[config.mk]
export PLATFORM = sky130hd
export DESIGN_NAME = fetch_queue
export DESIGN_NICKNAME = d
export VERILOG_FILES = /design/src/rtl/fetch_queue_pkg.sv /design/src/rtl/fetch_queue_mem.sv /design/src/rtl/fetch_queue.sv
export SDC_FILE = /design/constraint.sdc
export NUM_CORES = 1
export LEC_CHECK = 0
export ABC_CLOCK_PERIOD_IN_PS = 4300
export BUFFER_PORTS_ARGS = -buffer_cell sky130_fd_sc_hd__buf_2
export CORE_UTILIZATION = 57
export DETAILED_ROUTE_END_ITERATION = 16
export HOLD_SLACK_MARGIN = 0.05
export PLACE_DENSITY = 0.79
export RECOVER_POWER = 50
export SLEW_MARGIN = 40
export SYNTH_ARGS = -nofsm -noshare
export SYNTH_HDL_FRONTEND = slang
export SYNTH_SLANG_ARGS = --single-unit
[constraint.sdc]
create_clock -name clock -period 4.3 [get_ports clock]
set_input_delay 0.215 -clock clock [delete_from_list [all_inputs] [get_ports clock]]
set_output_delay 0.215 -clock clock [all_outputs]
set_load 0.01 [all_outputs]
[src/rtl/fetch_queue_pkg.sv]
// Shared constants and types for the fetch queue: instruction/PC widths, NOP,
// default depth, the queue state enum and the stored entry layout.
`ifndef FETCH_QUEUE_DEFINES_VH
`define FETCH_QUEUE_DEFINES_VH
`define INSTRSIZE 32
`define PCSIZE 32
`define NOP_INSTR 32'h00000000
`define FQ_DEFAULT_DEPTH 4
`endif

package fetch_queue_pkg;

  localparam int InstrW       = `INSTRSIZE;
  localparam int PcW          = `PCSIZE;
  localparam int EntryW       = PcW + InstrW;
  localparam int DefaultDepth = `FQ_DEFAULT_DEPTH;
  localparam logic [InstrW-1:0] NopInstr = `NOP_INSTR;

  typedef enum logic [1:0] {
    EMPTY,
    PARTIAL,
    FULL
  } fqState_e;

  typedef struct packed {
    logic [PcW-1:0]    pc;
    logic [InstrW-1:0] instr;
  } fqEntry_t;

endpackage

[src/rtl/fetch_queue_mem.sv]
// Entry storage for the fetch queue: DEPTH x {pc, instr}, one write port and
// one asynchronous read port. Contents are deliberately not reset.
module fetch_queue_mem
  import fetch_queue_pkg::*;
#(
  parameter int DEPTH = DefaultDepth,
  localparam int AddrW = $clog2(DEPTH)
) (
  input  logic              clock,
  input  logic              wrEn_i,
  input  logic [AddrW-1:0]  wrAddr_i,
  input  logic [EntryW-1:0] wrData_i,
  input  logic [AddrW-1:0]  rdAddr_i,
  output logic [EntryW-1:0] rdData_o
);

  logic [EntryW-1:0] mem_q [DEPTH];

  always_ff @(posedge clock) begin
    if (wrEn_i) begin
      mem_q[wrAddr_i] <= wrData_i;
    end
  end

  assign rdData_o = mem_q[rdAddr_i];

endmodule

[src/rtl/fetch_queue.sv]
// Instruction fetch queue between fetch and decode: circular buffer with
// pointer/count control, flush priority and no push-to-decode bypass.
module fetch_queue
  import fetch_queue_pkg::*;
#(
  parameter int DEPTH = DefaultDepth
) (
  input  logic                  clock,
  input  logic                  reset,
  input  logic                  FetchValid,
  input  logic [`INSTRSIZE-1:0] FetchInstr,
  input  logic [`PCSIZE-1:0]    FetchPc,
  output logic                  FetchReady,
  input  logic                  StallD,
  input  logic                  FlushD,
  output logic [`INSTRSIZE-1:0] InstrD,
  output logic [`PCSIZE-1:0]    PcD,
  output logic                  ValidD
);

  localparam int PtrW = $clog2(DEPTH);
  localparam int CntW = PtrW + 1;
  localparam logic [CntW-1:0] CntFull = CntW'(DEPTH);
  localparam logic [CntW-1:0] CntLast = CntW'(DEPTH - 1);
  localparam logic [CntW-1:0] CntOne  = CntW'(1);

  logic [PtrW-1:0] wrPtr_q, wrPtr_d;
  logic [PtrW-1:0] rdPtr_q, rdPtr_d;
  logic [CntW-1:0] count_q, count_d;
  fqState_e        state_q, state_d;
  logic            push, pop;
  fqEntry_t        wrEntry, rdEntry;

  // A full queue never accepts, even if the head leaves in the same cycle.
  assign FetchReady = (count_q != CntFull) && !FlushD && !reset;
  assign ValidD     = (state_q != EMPTY);
  assign push       = FetchValid && FetchReady;
  assign pop        = ValidD && !StallD && !FlushD;
  assign wrEntry    = {FetchPc, FetchInstr};

  fetch_queue_mem #(
    .DEPTH(DEPTH)
  ) u_mem (
    .clock   (clock),
    .wrEn_i  (push),
    .wrAddr_i(wrPtr_q),
    .wrData_i(wrEntry),
    .rdAddr_i(rdPtr_q),
    .rdData_o(rdEntry)
  );

  assign InstrD = ValidD ? rdEntry.instr : NopInstr;
  assign PcD    = ValidD ? rdEntry.pc : '0;

  always_ff @(posedge clock or posedge reset) begin
    if (reset) begin
      wrPtr_q <= '0;
      rdPtr_q <= '0;
      count_q <= '0;
      state_q <= EMPTY;
    end else begin
      wrPtr_q <= wrPtr_d;
      rdPtr_q <= rdPtr_d;
      count_q <= count_d;
      state_q <= state_d;
    end
  end

  always_comb begin
    wrPtr_d = wrPtr_q;
    rdPtr_d = rdPtr_q;
    count_d = count_q;
    state_d = state_q;
    if (FlushD) begin
      wrPtr_d = '0;
      rdPtr_d = '0;
      count_d = '0;
      state_d = EMPTY;
    end else begin
      if (push) wrPtr_d = wrPtr_q + 1'b1;
      if (pop)  rdPtr_d = rdPtr_q + 1'b1;
      if (push && !pop) count_d = count_q + 1'b1;
      if (pop && !push) count_d = count_q - 1'b1;
      unique case (state_q)
        EMPTY:   if (push) state_d = PARTIAL;
        PARTIAL: begin
          if (push && !pop && count_q == CntLast) state_d = FULL;
          else if (pop && !push && count_q == CntOne) state_d = EMPTY;
        end
        FULL:    if (pop) state_d = PARTIAL;
        default: state_d = EMPTY;
      endcase
    end
  end

endmodule

==> results of run 1 <==
## cells in the final DEF (no fill, tap or decap), types with 4 or more instances in the layout
cell type	netlist	layout
buf_12	0	8
and2_1	68	64
clkbuf_1	10	70
clkbuf_16	0	27
dfrtp_1	9	7
and2_4	0	4
mux4_2	64	64
dlygate4sd3_1	0	68
inv_1	8	9
clkinv_2	0	5
buf_2	5	68
ha_1	9	9
edfxtp_1	256	256
clkinv_1	0	6
## final timing paths
check                           start                  to  slack (ps)  depth (start not counted)
min                        FetchValid          wrPtr_q[0]         210                          4
max                        count_q[1]  u_mem.mem_q[1][49]        1380                          7
max reg2reg                count_q[1]  u_mem.mem_q[1][49]        1380                          7
max in group asynchronous       reset          rdPtr_q[1]        3690                          3
min in group asynchronous       reset          count_q[2]         290                          3
min reg2reg                wrPtr_q[0]          wrPtr_q[0]         630                          2
## repair_timing
action	4_1_cts	5_1_grt
resized for setup	0	0
hold buffers	68	0
endpoints found under the hold margin	270	0
## layout make-up
class	count	area (µm²)	area share (%)
Clock buffer	30	687	5.40
Tap cell	225	282	2.21
Multi-Input combinational cell	181	2280	17.9
Sequential cell	265	7920	62.3
Clock inverter	12	77.6	0.610
Inverter	9	33.8	0.266
Timing Repair Buffer	211	1430	11.3
## through the flow
stage	utilization, %	hold WS (ps)	setup slack (ps)
CTS	73.3	181	1330
floorplan	-	42.9	917
global route	72.7	217	1200
finish	72.7	209	1380
detailed placement	65.0	252	1710
global placement	64.2	237	1710
## layer usage
layer / up-vias / track usage (%) / part of all wire (%)
met1: 2734 / 28.1 / 40
li1: 2366 / - / -
met2: 202 / 38.3 / 53
met5: - / 0 / 0
met3: 42 / 3.67 / 5.4
met4: 0 / 5.80 / 1.9
## logic make-up (layout without fill, tap and decap cells)
family,Yosys count,after routing,synth area share [%]
mux,65,65,14.1
simple gates,93,93,5.64
fa+ha+maj,9,9,1.09
flops,265,265,76.6
buf+inv,32,262,1.40
xor+xnor,2,2,0.303
compound gates,12,12,0.921
## worst max-delay path, stage by stage, from the launching register on
cell,delay [ps]
dfrtp_1,410
inv_1,100
ha_1,200
ha_1,230
nor4b_1,320
clkbuf_1,450
and2_4,600
buf_12,290
## registers in the layout, indices dropped and copies added, names as in the netlist
name,flops
rdPtr_q,2
state_q,2
count_q,3
u_mem.mem_q,256
wrPtr_q,2
## power groups by stage
stage / clock [mW] / combinational (mW) / sequential [mW]
6_report: 2.06 / 0.312 / 2.90
2_1_floorplan: 0 / 0.157 / 2.94
4_1_cts: 2.08 / 0.323 / 2.90
3_5_place_dp: 0 / 0.273 / 2.95
3_3_place_gp: 0 / 0.252 / 2.95
5_1_grt: 2.20 / 0.340 / 2.90
==> impl_metrics.py, run 1 <==
metrics = {
    "cts": {
        "cts_made_buffers": 26,
        "cts.sinks": 265,
        "clock_latency_ps": 520,
        "postCtsSetupRepairBufs": 0,
        "clock_path_buffers": 3,
        "cts.reportedPaths.clkPinSlew_ps": 60,
        "htree_levels": 1,
        "cts_tree": "built",
        "clockRootBuffer": "clkbuf_16",
    },
    "sta": {
        "hold_viol": 0,
        "slew-limit-headroom_pct": 55.0,
        "clock_skew_ps": 6.77,
        "fmax_mhz": 342,
        "fin_crit_ps": 2920,
        "setup_viol": 0,
        "rsz0062_at_grt": "no",
        "final.setup.tns_ps": 0,
        "tightestPinTransition_ps": 674,
        "fin_crit_sh_pct": 67.9,
        "drv_slew": 0,
    },
    "yosys": {
        "seq_area_frac_synth_pct": 76.6,
        "yosysWarnings": 0,
        "synth_ff_type": "edfxtp_1",
        "synthTopCellsByArea": "edfxtp_1, mux4_2, and2_1",
        "synth.most_common_cell": "edfxtp_1",
        "ys_top_cells_by_count": "edfxtp_1, and2_1, mux4_2, clkbuf_1",
        "synth_area_per_cell_um2": 21.6,
        "syn-num-nets": 556,
        "syn_inst": 478,
        "syn-cell-area_mm2": 0.0103,
        "synth_top_area_cell": "edfxtp_1",
        "synth_edf_count": 256,
        "synth-seq-cells": 265,
        "synth_top_area_share_pct": 74.4,
        "async_reset_ff_share_pct": 3.40,
        "yosysUniqueCellTypes": 38,
    },
    "die": {
        "die_area_mm2": 0.0187,
        "io_pins": 135,
        "dieHeight_um": 137,
        "core_mm2": 0.0175,
        "num_rows": 48,
        "initial_utilization_pct": 59.1,
        "die_x_um": 137,
    },
    "routing": {
        "drc": 0,
        "drtIter0Drc": 305,
        "firstDrtPassIters": 5,
        "post_drt_wl_per_cell_um": 20.7,
        "ant_nets": 0,
        "via_per_inst": 5.73,
        "vias": 5344,
        "wirelength_um": 19300,
    },
    "run_status": {
        "outcome": "complete, no violations",
    },
    "run": {
        "drv_cap": 0,
    },
    "global_route": {
        "grt.overflow.total": 0,
        "grt_max_degree": 66,
        "grt_pass1_wl_um": 29900,
        "track_usage_pct": 21.7,
        "antenna_found_initial": 0,
        "first_global_vias": 5603,
    },
    "placed_design": {
        "dp.cells": 823,
        "globalplace.congestion": 0.838,
        "numPortBuffers": 134,
        "place_area_mm2": 0.0114,
        "dp_hpwl_um": 11500,
    },
    "setup_path": {
        "end_kind": "flop",
        "required_ps": 4500,
        "critPathMaxFanout": 34,
        "start_kind": "flop",
        "arrival_ps": 3130,
        "path_class": "reg -> reg",
    },
    "pwr": {
        "intPower_mw": 4.22,
        "peakVddDrop_v": 0.000445,
        "comb_power_share_pct": 5.9,
        "clkPwrFrac_pct": 39.0,
        "leakage_nw": 4.31,
        "p_per_area_mw_per_mm2": 414,
        "switchingPower_mw": 1.05,
        "seqPwrFrac_pct": 55.0,
        "power_mw": 5.27,
        "switching_share_pct": 19.9,
    },
    "worst_hold_path": {
        "hold_path.class": "in -> reg",
    },
    "layout": {
        "fillers": 1039,
        "final_area_mm2": 0.0127,
        "area_growth_pct": 23.0,
        "diodes": 0,
        "drive_gt1_share_pct": 26.0,
        "nets": 772,
        "instances_no_fill": 933,
    },
}
Note: power is estimated with default switching activity, not from simulation.
==> run 2, diff against run 1 <==
--- a/config.mk
+++ b/config.mk
@@ -5,7 +5,7 @@
 export SDC_FILE = /design/constraint.sdc
 export NUM_CORES = 1
 export LEC_CHECK = 0
-export ABC_CLOCK_PERIOD_IN_PS = 4300
+export ABC_CLOCK_PERIOD_IN_PS = 2800
 export BUFFER_PORTS_ARGS = -buffer_cell sky130_fd_sc_hd__buf_2
 export CORE_UTILIZATION = 57
 export DETAILED_ROUTE_END_ITERATION = 16
==> constraint.sdc (replaced) <==
create_clock -name clock -period 2.8 [get_ports clock]
set_input_delay 0.14 -clock clock [delete_from_list [all_inputs] [get_ports clock]]
set_output_delay 0.14 -clock clock [all_outputs]
set_load 0.01 [all_outputs]
==> run 2 against run 1 <==
Cell area rose by 0.70%. Routed wire length increased by 1.3%. Critical path depth is 1 lower.
==> impl_metrics.py, run 2 (same netlist as run 1, synthesis figures left out) <==
metrics = {
    "layout": {
        "regArea_mm2": 0.00792,
        "postLayoutCoreUtil_pct": 73.3,
        "top_register": "u_mem.mem_q",
        "most-common-layout-cells": "edfxtp_1, clkbuf_1, dlygate4sd3_1, buf_2, mux4_2",
        "area_growth_pct": 23.9,
        "reg.largest.list": "u_mem.mem_q: 256 flops, count_q: 3 flops",
        "multiInputGateArea_mm2": 0.00228,
        "mostFrequentLayoutCell": "edfxtp_1",
        "diodes": 0,
        "nets": 777,
        "fillers": 1046,
        "largest_register_ff_count": 256,
        "drive_gt1_share_pct": 25.8,
    },
    "sta": {
        "setup_viol": 0,
        "slew-limit-headroom_pct": 33.7,
        "tightestPinTransition_ps": 994,
        "drv_slew": 0,
        "postLayoutSetupSlackWorst_ps": 203,
        "fmax_mhz": 385,
        "rsz0062_at_grt": "no",
        "hold_viol": 0,
        "final.setup.tns_ps": 0,
        "clock_skew_ps": 26.1,
        "fin_crit_ps": 2600,
        "fin_crit_sh_pct": 92.8,
    },
    "setup_path": {
        "cp_top_family": "simple AND/OR/NAND/NOR gates",
        "r2r_end": "u_mem.mem_q[2][38]",
        "cp_cell_sequence": "inv_1, ha_1, ha_1, nor4b_2, and2_0, clkbuf_4",
        "end_kind": "flop",
        "required_ps": 2960,
        "critical_path.slowest_cell": "clkbuf_4",
        "max_stage_delay_ps": 500,
        "arrival_ps": 2750,
        "path_common_cell": "ha_1",
        "cp-startpoint": "count_q[1]",
        "cp_num_buf_inv": 2,
        "worst-path-stages": 6,
        "crit_end": "u_mem.mem_q[2][38]",
        "start_kind": "flop",
        "path_class": "reg -> reg",
        "r2r_cells": 6,
        "critPathMaxFanout": 30,
        "r2r_slack_ps": 200,
        "regToRegStartpoint": "count_q[1]",
    },
    "routing": {
        "ant_nets": 0,
        "via_per_inst": 5.66,
        "drtIter0Drc": 352,
        "wirelength_um": 19600,
        "vias": 5334,
        "drc": 0,
        "post_drt_wl_per_cell_um": 20.8,
        "firstDrtPassIters": 5,
    },
    "cts": {
        "cts_tree": "built",
        "cts.sinks": 265,
        "clock_path_buffers": 3,
        "cts.reportedPaths.clkPinSlew_ps": 60,
        "clockRootBuffer": "clkbuf_16",
        "cts_made_buffers": 25,
        "htree_levels": 1,
        "clock_latency_ps": 520,
        "postCtsSetupRepairBufs": 0,
    },
    "global_route": {
        "grt_max_degree": 42,
        "first_global_vias": 5733,
        "grt.overflow.total": 0,
        "antenna_found_initial": 0,
        "grt_pass1_wl_um": 30600,
        "track_usage_pct": 22.2,
    },
    "run": {
        "drv_cap": 0,
    },
    "worst_hold_path": {
        "hold_path.class": "in -> reg",
        "holdPathStages": 4,
    },
    "pwr": {
        "peakVddDrop_v": 0.000641,
        "leakage_nw": 4.34,
        "p_per_area_mw_per_mm2": 640,
    },
    "placed_design": {
        "place_ws_ps": 357,
        "dp_hpwl_um": 11800,
        "globalplace.congestion": 0.800,
        "numPortBuffers": 134,
    },
    "die": {
        "dieHeight_um": 137,
        "io_pins": 135,
        "die_x_um": 137,
        "core_mm2": 0.0175,
        "die_area_mm2": 0.0187,
        "num_rows": 48,
        "initial_utilization_pct": 59.1,
    },
    "run_status": {
        "outcome": "complete, no violations",
    },
}
-- run 2: cell types whose count changed in the layout (fill, tap and decap cells not counted), moves of 3 or more --
cell      before  now
and2_0         0    5
and2_1        64   61
buf_2         68   65
buf_4          0    3
clkbuf_1      70   73
clkinv_1       6    9
-- run 2: per-stage QoR --
stage	cell area, µm²	hold slack (ps)	instances	power, mW
finish	12800	126	942	8.19
global placement	11400	162	828	4.94
detailed placement	11500	186	829	4.97
CTS	12900	111	942	8.25
global route	12800	181	942	8.43
floorplan	10300	-32.1	478	4.76
-- run 2: routing by layer --
metal	global-route usage, %	part of all wire (%)
met2	39.3	52
met3	3.67	5.9
met5	0	0
met1	28.5	40
met4	6.36	2.5
-- run 2: report_power, final --
part | total [mW] | internal, mW | switching, mW
clock | 3.24 | 1.90 | 1.34
combinational | 0.502 | 0.251 | 0.251
sequential | 4.44 | 4.41 | 0.0261
total | 8.19 | 6.57 | 1.62
-- run 2: cell type report --
class                   instances  area share (%)
flip-flops and latches        265            61.9
repair buffers                217            11.7
inverters                       9           0.264
well taps                     225            2.20
multi-input cells             181            17.8
clock inverters                16            1.15
clock buffers                  29            5.00
-- run 2: worst min-delay path by stage --
stage / from / to
3_5_place_dp: reset / wrPtr_q[1]
5_1_grt: FetchValid / wrPtr_q[0]
3_3_place_gp: reset / count_q[2]
4_1_cts: FetchValid / wrPtr_q[0]
2_1_floorplan: reset / count_q[0]
6_report: FetchValid / wrPtr_q[0]
-- run 2: tightest hold or removal path, stage by stage --
cell and delay (ps):
buf_2 120, nor3b_1 170, xnor2_1 140, nor2_1 40
-- run 2: timing repair --
item | CTS | global route
hold buffers | 68 | 0
endpoints found under the setup margin | 0 | 0
resized for setup | 0 | 0
endpoints found under the hold margin | 273 | 0
